`src/rtl/bsg_blackparrot_mc_throttle_pkg.sv`:
```
// Shared definitions for the BlackParrot proc-link credit throttle.
//   - bp_mc_throttle_state_e : drain FSM states
//   - max_out_credits_default_gp : default cap on in-flight BP fwd requests
//   - packet/link width helpers, so the top and any instantiating code agree
//     on the flattened link_sif layout:
//       link_sif = {fwd channel, rev channel}
//       channel  = {v, data, ready_and_rev}
package bsg_blackparrot_mc_throttle_pkg;

   typedef enum logic [1:0] {
      eRun     = 2'd0,
      eDrain   = 2'd1,
      eDrained = 2'd2
   } bp_mc_throttle_state_e;

   localparam int max_out_credits_default_gp = 16;

   localparam int op_width_gp       = 2;
   localparam int reg_id_width_gp   = 5;
   localparam int rev_type_width_gp = 2;

   // fwd packet: addr, op, op_ex (byte mask), reg_id, payload, src y/x, dst y/x
   function automatic int fwd_packet_width(int addr_w, int data_w, int x_w, int y_w);
      return addr_w + op_width_gp + (data_w / 8) + reg_id_width_gp + data_w
             + 2 * (x_w + y_w);
   endfunction

   // rev packet: type, data, reg_id, dst y/x
   function automatic int rev_packet_width(int data_w, int x_w, int y_w);
      return rev_type_width_gp + data_w + reg_id_width_gp + x_w + y_w;
   endfunction

   // two channels, each carrying v and ready_and_rev next to its packet
   function automatic int link_sif_width(int addr_w, int data_w, int x_w, int y_w);
      return fwd_packet_width(addr_w, data_w, x_w, y_w)
             + rev_packet_width(data_w, x_w, y_w) + 4;
   endfunction

endpackage

```
`src/rtl/bsg_blackparrot_mc_two_fifo.sv`:
```
// Two-entry valid/ready FIFO.
//   clk_i, reset_i : clock, asynchronous active-high reset
//   v_i, data_i    : enqueue side; ready_and_o is high whenever not full
//   v_o, data_o    : head of queue; data_o is stable while v_o is high
//   yumi_i         : consumer takes the head this cycle (only meaningful with v_o)
// Sustains one transfer per cycle as long as the consumer keeps draining.
module bsg_blackparrot_mc_two_fifo #(
   parameter int width_p = 8
) (
   input  logic               clk_i,
   input  logic               reset_i,
   input  logic               v_i,
   input  logic [width_p-1:0] data_i,
   output logic               ready_and_o,
   output logic               v_o,
   output logic [width_p-1:0] data_o,
   input  logic               yumi_i
);

   logic [width_p-1:0] mem_r [2];
   logic               wr_ptr_r;
   logic               rd_ptr_r;
   logic [1:0]         count_r;
   logic               enq;
   logic               deq;

   assign ready_and_o = (count_r != 2'd2);
   assign v_o         = (count_r != 2'd0);
   assign data_o      = mem_r[rd_ptr_r];

   assign enq = v_i & ready_and_o;
   assign deq = yumi_i & v_o;

   // NOTE: state registers use non-blocking assignments so every flop samples
   // the pre-edge values regardless of statement order.
   always_ff @(posedge clk_i or posedge reset_i) begin
      if (reset_i) begin
         wr_ptr_r <= 1'b0;
         rd_ptr_r <= 1'b0;
         count_r  <= 2'd0;
      end else begin
         if (enq) wr_ptr_r <= ~wr_ptr_r;
         if (deq) rd_ptr_r <= ~rd_ptr_r;
         unique case ({enq, deq})
            2'b10:   count_r <= count_r + 2'd1;
            2'b01:   count_r <= count_r - 2'd1;
            default: count_r <= count_r;
         endcase
      end
   end

   // NOTE: storage is not reset; the occupancy count alone decides what is
   // valid, so clearing the data would only add reset fan-out.
   always_ff @(posedge clk_i) begin
      if (enq) mem_r[wr_ptr_r] <= data_i;
   end

endmodule

```
`src/rtl/bsg_blackparrot_mc_link_throttle.sv`:
```
// Credit-limiting stage on one BlackParrot proc link (manycore clock domain).
// Sits between the CDC's manycore side and the router's proc port.
//   clk_i, reset_i     : manycore clock, asynchronous active-high reset
//   proc_link_sif_i/o  : CDC side; fwd in = BP requests, rev in = BP responses
//   router_link_sif_i/o: router proc port side
//   drain_i            : level request to stop issuing new BP requests
//   drained_o          : no BP request buffered or outstanding, drain held
//   credits_used_o     : BP requests dispatched and not yet answered
//   underflow_o        : sticky; a response returned with nothing outstanding
// BP fwd requests are buffered and released only while credits remain; the
// other three channels are wired straight through.
module bsg_blackparrot_mc_link_throttle
   import bsg_blackparrot_mc_throttle_pkg::*;
#(
   // width defaults are placeholders; every instance sets them
   parameter int addr_width_p      = 28,
   parameter int data_width_p      = 32,
   parameter int x_cord_width_p    = 7,
   parameter int y_cord_width_p    = 7,
   parameter int max_out_credits_p = max_out_credits_default_gp,
   localparam int credit_width_lp  = $clog2(max_out_credits_p + 1),
   localparam int link_sif_width_lp =
      link_sif_width(addr_width_p, data_width_p, x_cord_width_p, y_cord_width_p)
) (
   input  logic                         clk_i,
   input  logic                         reset_i,
   input  logic [link_sif_width_lp-1:0] proc_link_sif_i,
   output logic [link_sif_width_lp-1:0] proc_link_sif_o,
   input  logic [link_sif_width_lp-1:0] router_link_sif_i,
   output logic [link_sif_width_lp-1:0] router_link_sif_o,
   input  logic                         drain_i,
   output logic                         drained_o,
   output logic [credit_width_lp-1:0]   credits_used_o,
   output logic                         underflow_o
);

   localparam int fwd_width_lp =
      fwd_packet_width(addr_width_p, data_width_p, x_cord_width_p, y_cord_width_p);
   localparam int rev_width_lp =
      rev_packet_width(data_width_p, x_cord_width_p, y_cord_width_p);
   localparam logic [credit_width_lp-1:0] max_credits_lp = credit_width_lp'(max_out_credits_p);

   typedef struct packed {
      logic                    v;
      logic [fwd_width_lp-1:0] data;
      logic                    ready_and_rev;
   } fwd_ch_s;

   typedef struct packed {
      logic                    v;
      logic [rev_width_lp-1:0] data;
      logic                    ready_and_rev;
   } rev_ch_s;

   typedef struct packed {
      fwd_ch_s fwd;
      rev_ch_s rev;
   } link_sif_s;

   link_sif_s proc_in, router_in, proc_out, router_out;

   assign proc_in           = proc_link_sif_i;
   assign router_in         = router_link_sif_i;
   assign proc_link_sif_o   = proc_out;
   assign router_link_sif_o = router_out;

   bp_mc_throttle_state_e       state_r, state_n;
   logic [credit_width_lp-1:0] credits_r;
   logic                       underflow_r;

   logic                    accept_en;
   logic                    fifo_ready;
   logic                    fifo_v;
   logic [fwd_width_lp-1:0] fifo_data;
   logic                    issue_v;
   logic                    dispatch;
   logic                    credit_return;

   // new requests are taken only in RUN; DRAIN still flushes what is buffered
   assign accept_en = (state_r == eRun);

   // limit is checked on the registered count, so issue_v never looks at ready
   assign issue_v       = fifo_v && (state_r != eDrained) && (credits_r < max_credits_lp);
   assign dispatch      = issue_v && router_in.fwd.ready_and_rev;
   assign credit_return = router_in.rev.v && proc_in.rev.ready_and_rev;

   bsg_blackparrot_mc_two_fifo #(
      .width_p (fwd_width_lp)
   ) fwd_fifo (
      .clk_i       (clk_i),
      .reset_i     (reset_i),
      .v_i         (proc_in.fwd.v & accept_en),
      .data_i      (proc_in.fwd.data),
      .ready_and_o (fifo_ready),
      .v_o         (fifo_v),
      .data_o      (fifo_data),
      .yumi_i      (dispatch)
   );

   always_comb begin
      proc_out   = '0;
      router_out = '0;

      // throttled BP request path
      proc_out.fwd.ready_and_rev = fifo_ready & accept_en;
      router_out.fwd.v           = issue_v;
      router_out.fwd.data        = fifo_data;

      // manycore requests to BP
      proc_out.fwd.v               = router_in.fwd.v;
      proc_out.fwd.data            = router_in.fwd.data;
      router_out.fwd.ready_and_rev = proc_in.fwd.ready_and_rev;

      // responses to BP requests (these return credits)
      proc_out.rev.v               = router_in.rev.v;
      proc_out.rev.data            = router_in.rev.data;
      router_out.rev.ready_and_rev = proc_in.rev.ready_and_rev;

      // BP responses to manycore requests
      router_out.rev.v           = proc_in.rev.v;
      router_out.rev.data        = proc_in.rev.data;
      proc_out.rev.ready_and_rev = router_in.rev.ready_and_rev;
   end

   always_ff @(posedge clk_i or posedge reset_i) begin
      if (reset_i) begin
         credits_r   <= '0;
         underflow_r <= 1'b0;
      end else begin
         unique case ({dispatch, credit_return})
            2'b10: credits_r <= credits_r + credit_width_lp'(1);
            2'b01: begin
               // a response with nothing outstanding (e.g. after a warm reset)
               if (credits_r == '0) underflow_r <= 1'b1;
               else                 credits_r   <= credits_r - credit_width_lp'(1);
            end
            default: credits_r <= credits_r;
         endcase
      end
   end

   always_ff @(posedge clk_i or posedge reset_i) begin
      if (reset_i) state_r <= eRun;
      else         state_r <= state_n;
   end

   // NOTE: state_n is given its hold value before the case so every path
   // assigns it and no latch is inferred.
   always_comb begin
      state_n = state_r;
      unique case (state_r)
         eRun:     if (drain_i) state_n = eDrain;
         eDrain: begin
            // withdrawing the request wins over a same-cycle completion
            if (!drain_i)                          state_n = eRun;
            else if (!fifo_v && credits_r == '0)   state_n = eDrained;
         end
         eDrained: if (!drain_i) state_n = eRun;
         default:  state_n = eRun;
      endcase
   end

   assign drained_o      = (state_r == eDrained);
   assign credits_used_o = credits_r;
   assign underflow_o    = underflow_r;

endmodule
```
`config.mk`:
```
export PLATFORM = sky130hd
export DESIGN_NAME = bsg_blackparrot_mc_link_throttle
export DESIGN_NICKNAME = d
export VERILOG_FILES = /design/src/rtl/bsg_blackparrot_mc_throttle_pkg.sv /design/src/rtl/bsg_blackparrot_mc_two_fifo.sv /design/src/rtl/bsg_blackparrot_mc_link_throttle.sv
export SDC_FILE = /design/constraint.sdc
export NUM_CORES = 1
export LEC_CHECK = 0
export CORE_AREA = 3 3 242 244
export DETAILED_ROUTE_END_ITERATION = 10
export DIE_AREA = 0 0 245 247
export SLEW_MARGIN = 20
export SYNTH_ARGS = -nofsm -noshare
export SYNTH_HDL_FRONTEND = slang
export SYNTH_HIERARCHICAL = 1
export SYNTH_SLANG_ARGS = --single-unit
```
`constraint.sdc`:
```
create_clock -name clk_i -period 5.8 [get_ports clk_i]
set_clock_uncertainty 0.05 [all_clocks]
set_input_delay 0.58 -clock clk_i [delete_from_list [all_inputs] [get_ports clk_i]]
set_output_delay 0.58 -clock clk_i [all_outputs]
set_load 0.005 [all_outputs]
```
==> flow_summary_export.csv <==
group,metric,value,unit
synthesis,ys_seq_elements,210,
timing,setup_viol,0,
placement,dpl_cell_area,11400,um^2
worst_setup_path,worstPathArrival,2.74,ns
clock_tree,cts.repair.resized,0,
timing,fin_tns_setup,0,ns
clock_tree,cts_tree,"yes",
routing,wl_per_cell,26.4,um
synthesis,seq_area_frac_synth,62.6,%
floorplanning,dieHeight,247,um
routing,vias,4738,
placement,gp_congestion,0.700,
timing,rsz0062_at_grt,"no",
timing,fmax,296,MHz
floorplanning,fp.dieW,245,um
pwr,power-per-cell-area,428,nW/um^2
worst_setup_path,cp_max_fo,33,
worst_setup_path,crit_type,"reg2out",
clock_tree,cts_buffers,23,
timing,worst_slew_pin_slew,0.916,ns
worst_setup_path,setup.worst_path.start_class,"flop",
global_route,grt_pass1_wl,47300,um
worst_setup_path,end_kind,"output port",
timing,slew_headroom,38.9,%
timing,hold_slack,0.265,ns
floorplanning,io_pins,634,
cells_and_area,final_util,21.3,%
synthesis,synth_cell_type_count,40,
cells_and_area,stdcell_area,12100,um^2
placement,dp.cells,1344,
global_route,grt_pass1_vias,5107,
pwr,vdd_drop_max,0.188,mV
clock_tree,clk_pin_slew,0.06,ns
routing,routed_wirelength,36700,um
clock_tree,root_buffer,"clkbuf_16",
timing,period_share,58.2,%
outcome,status,"finished clean",
floorplanning,die-area,60500,um^2
cells_and_area,syn_to_final_growth,20.9,%
clock_tree,clk_latency,0.51,ns
routing,drt-initial-drc-count,157,
clock_tree,htreeDepth,1,
cells_and_area,final_common_cell,"clkdlybuf4s50_1",
routing,ant_nets,0,
routing,drt-vias-per-instance,3.41,
timing,fin_crit,3.37,ns
global_route,grt_usage,11.5,%
cells_and_area,layout_common_cells,"clkdlybuf4s50_1, edfxtp_1, mux2_4",
worst_setup_path,required,5.17,ns
clock_tree,cts_setup_buffers,0,
pwr,leakage,4.18,nW
min_path,hp-class,"in2async",
synthesis,synth_cells,590,
cells_and_area,fillers,5870,
global_route,grt_max_degree,73,
synthesis,synth_area,9970,um^2
routing,drtPass1Iterations,4,
cells_and_area,stdcell_count,1388,
floorplanning,start_util,17.7,%
placement,dp_hpwl,29700,um
placement,io_buffers,215,
timing,finalMaxSlewViolations,0,
global_route,overflow,0,
clock_tree,cts.sinks,210,
synthesis,syn_nets,910,
floorplanning,fp-row-count,87,
floorplanning,core-area,56500,um^2
clock_tree,cts.path.max_buffers,3,
cells_and_area,nets,933,
cells_and_area,layout-drive-gt1-share,23.8,%
synthesis,syn_area_per_cell,16.9,um^2
flow_run,drv_cap,0,
timing,hold_viol_final,0,
clock_tree,cts_hold_buf,0,
global_route,grt_antenna_before_repair,7,
routing,drc,0,
synthesis,yosys_warnings,6,
-- state kept, by name, summed over array words and instances, names as in the netlist --
register	count
credits_used_o	5
fwd_fifo/count_r	2
fwd_fifo/mem_r	198
fwd_fifo/rd_ptr_r	1
fwd_fifo/wr_ptr_r	1
state_r	2
underflow_o	1
-- cells by family (layout without fill, tap and decap cells) --
group,after synthesis,in the layout,share of synthesized area (%)
mux,100,100,15.0
buf+inv,229,269,18.3
other cells,0,2,0
fa+ha+maj,5,5,0.703
compound gates,12,12,0.991
simple gates,27,27,1.73
xor+xnor,7,7,0.615
flops,210,210,62.6
-- path summary, 6_finish.rpt --
| check | start | endpoint | slack [ns] | cells past startpoint |
|---|---|---|---|---|
| max in group asynchronous | reset_i | credits_used_o[1] | 5.12 | 2 |
| max | fwd_fifo/rd_ptr_r | router_link_sif_o[102] | 2.43 | 3 |
| min reg2reg | underflow_o | underflow_o | 0.44 | 1 |
| min | reset_i | fwd_fifo/count_r[0] | 0.26 | 2 |
| min in group clk_i | underflow_o | underflow_o | 0.44 | 1 |
| max reg2reg | fwd_fifo/count_r[0] | credits_used_o[4] | 3.21 | 10 |
-- worst max-delay path, stage by stage, from the launching register on --
cell and delay, ns:
dfrtp_4 0.71, buf_4 0.59, mux2_4 0.36, clkdlybuf4s50_1 0.51
-- per-stage QoR --
stage	power [mW]	worst slack [ns]
4_1_cts	5.28	2.31
6_report	5.16	2.43
3_5_place_dp	3.90	2.66
5_1_grt	5.44	2.30
3_3_place_gp	3.88	2.62
2_1_floorplan	3.26	0.152
-- final cells by class --
class                   instances  area, um^2  area share, %
multi-input cells             151        1910           15.9
well taps                     756         946           7.84
repair buffers                221        2220           18.4
clock buffers                  29         598           4.96
flip-flops and latches        210        6250           51.8
clock inverters                13         103          0.851
inverters                       6        25.0          0.207
diodes                          2        5.00         0.0415
-- where the power goes --
group / leakage, nW / switching (mW) / internal (mW)
Combinational: 1.89 / 0.680 / 1.09
Sequential: 1.95 / 0.123 / 1.92
Clock: 0.338 / 0.567 / 0.779
Total: 4.18 / 1.37 / 3.79
-- Yosys cell counts (all sizes together) --
master	number	area share, %
and3	2	0.18
o211ai	1	0.13
xnor2	3	0.26
and2	2	0.15
nand2b	2	0.15
or2	3	0.21
o21bai	1	0.075
or3	1	0.063
o31ai	1	0.075
o2bb2ai	2	0.18
a21oi	2	0.14
dfrtp	12	3.0
mux2i	1	0.10
nor4b	1	0.088
nor2b	2	0.15
mux2	99	15
o21ai	1	0.050
edfxtp	198	60
o21a	2	0.15
xor2	4	0.35
a21o	1	0.075
nor2	4	0.15
o22ai	1	0.13
and4	1	0.088
fa	1	0.20
nor3	1	0.050
nor3b	4	0.30
nand2	4	0.15
inv	6	0.25
buf	223	18
ha	4	0.50
-- metal layers --
layer / up-vias / GRT usage (%) / wire length, um
li1: 1949 / - / -
met5: - / 0.899 / 87
met1: 2230 / 9.97 / 11000
met4: 10 / 3.92 / 1110
met3: 97 / 12.6 / 8500
met2: 452 / 17.2 / 16000
No activity file was read; power rests on OpenSTA's default activity.
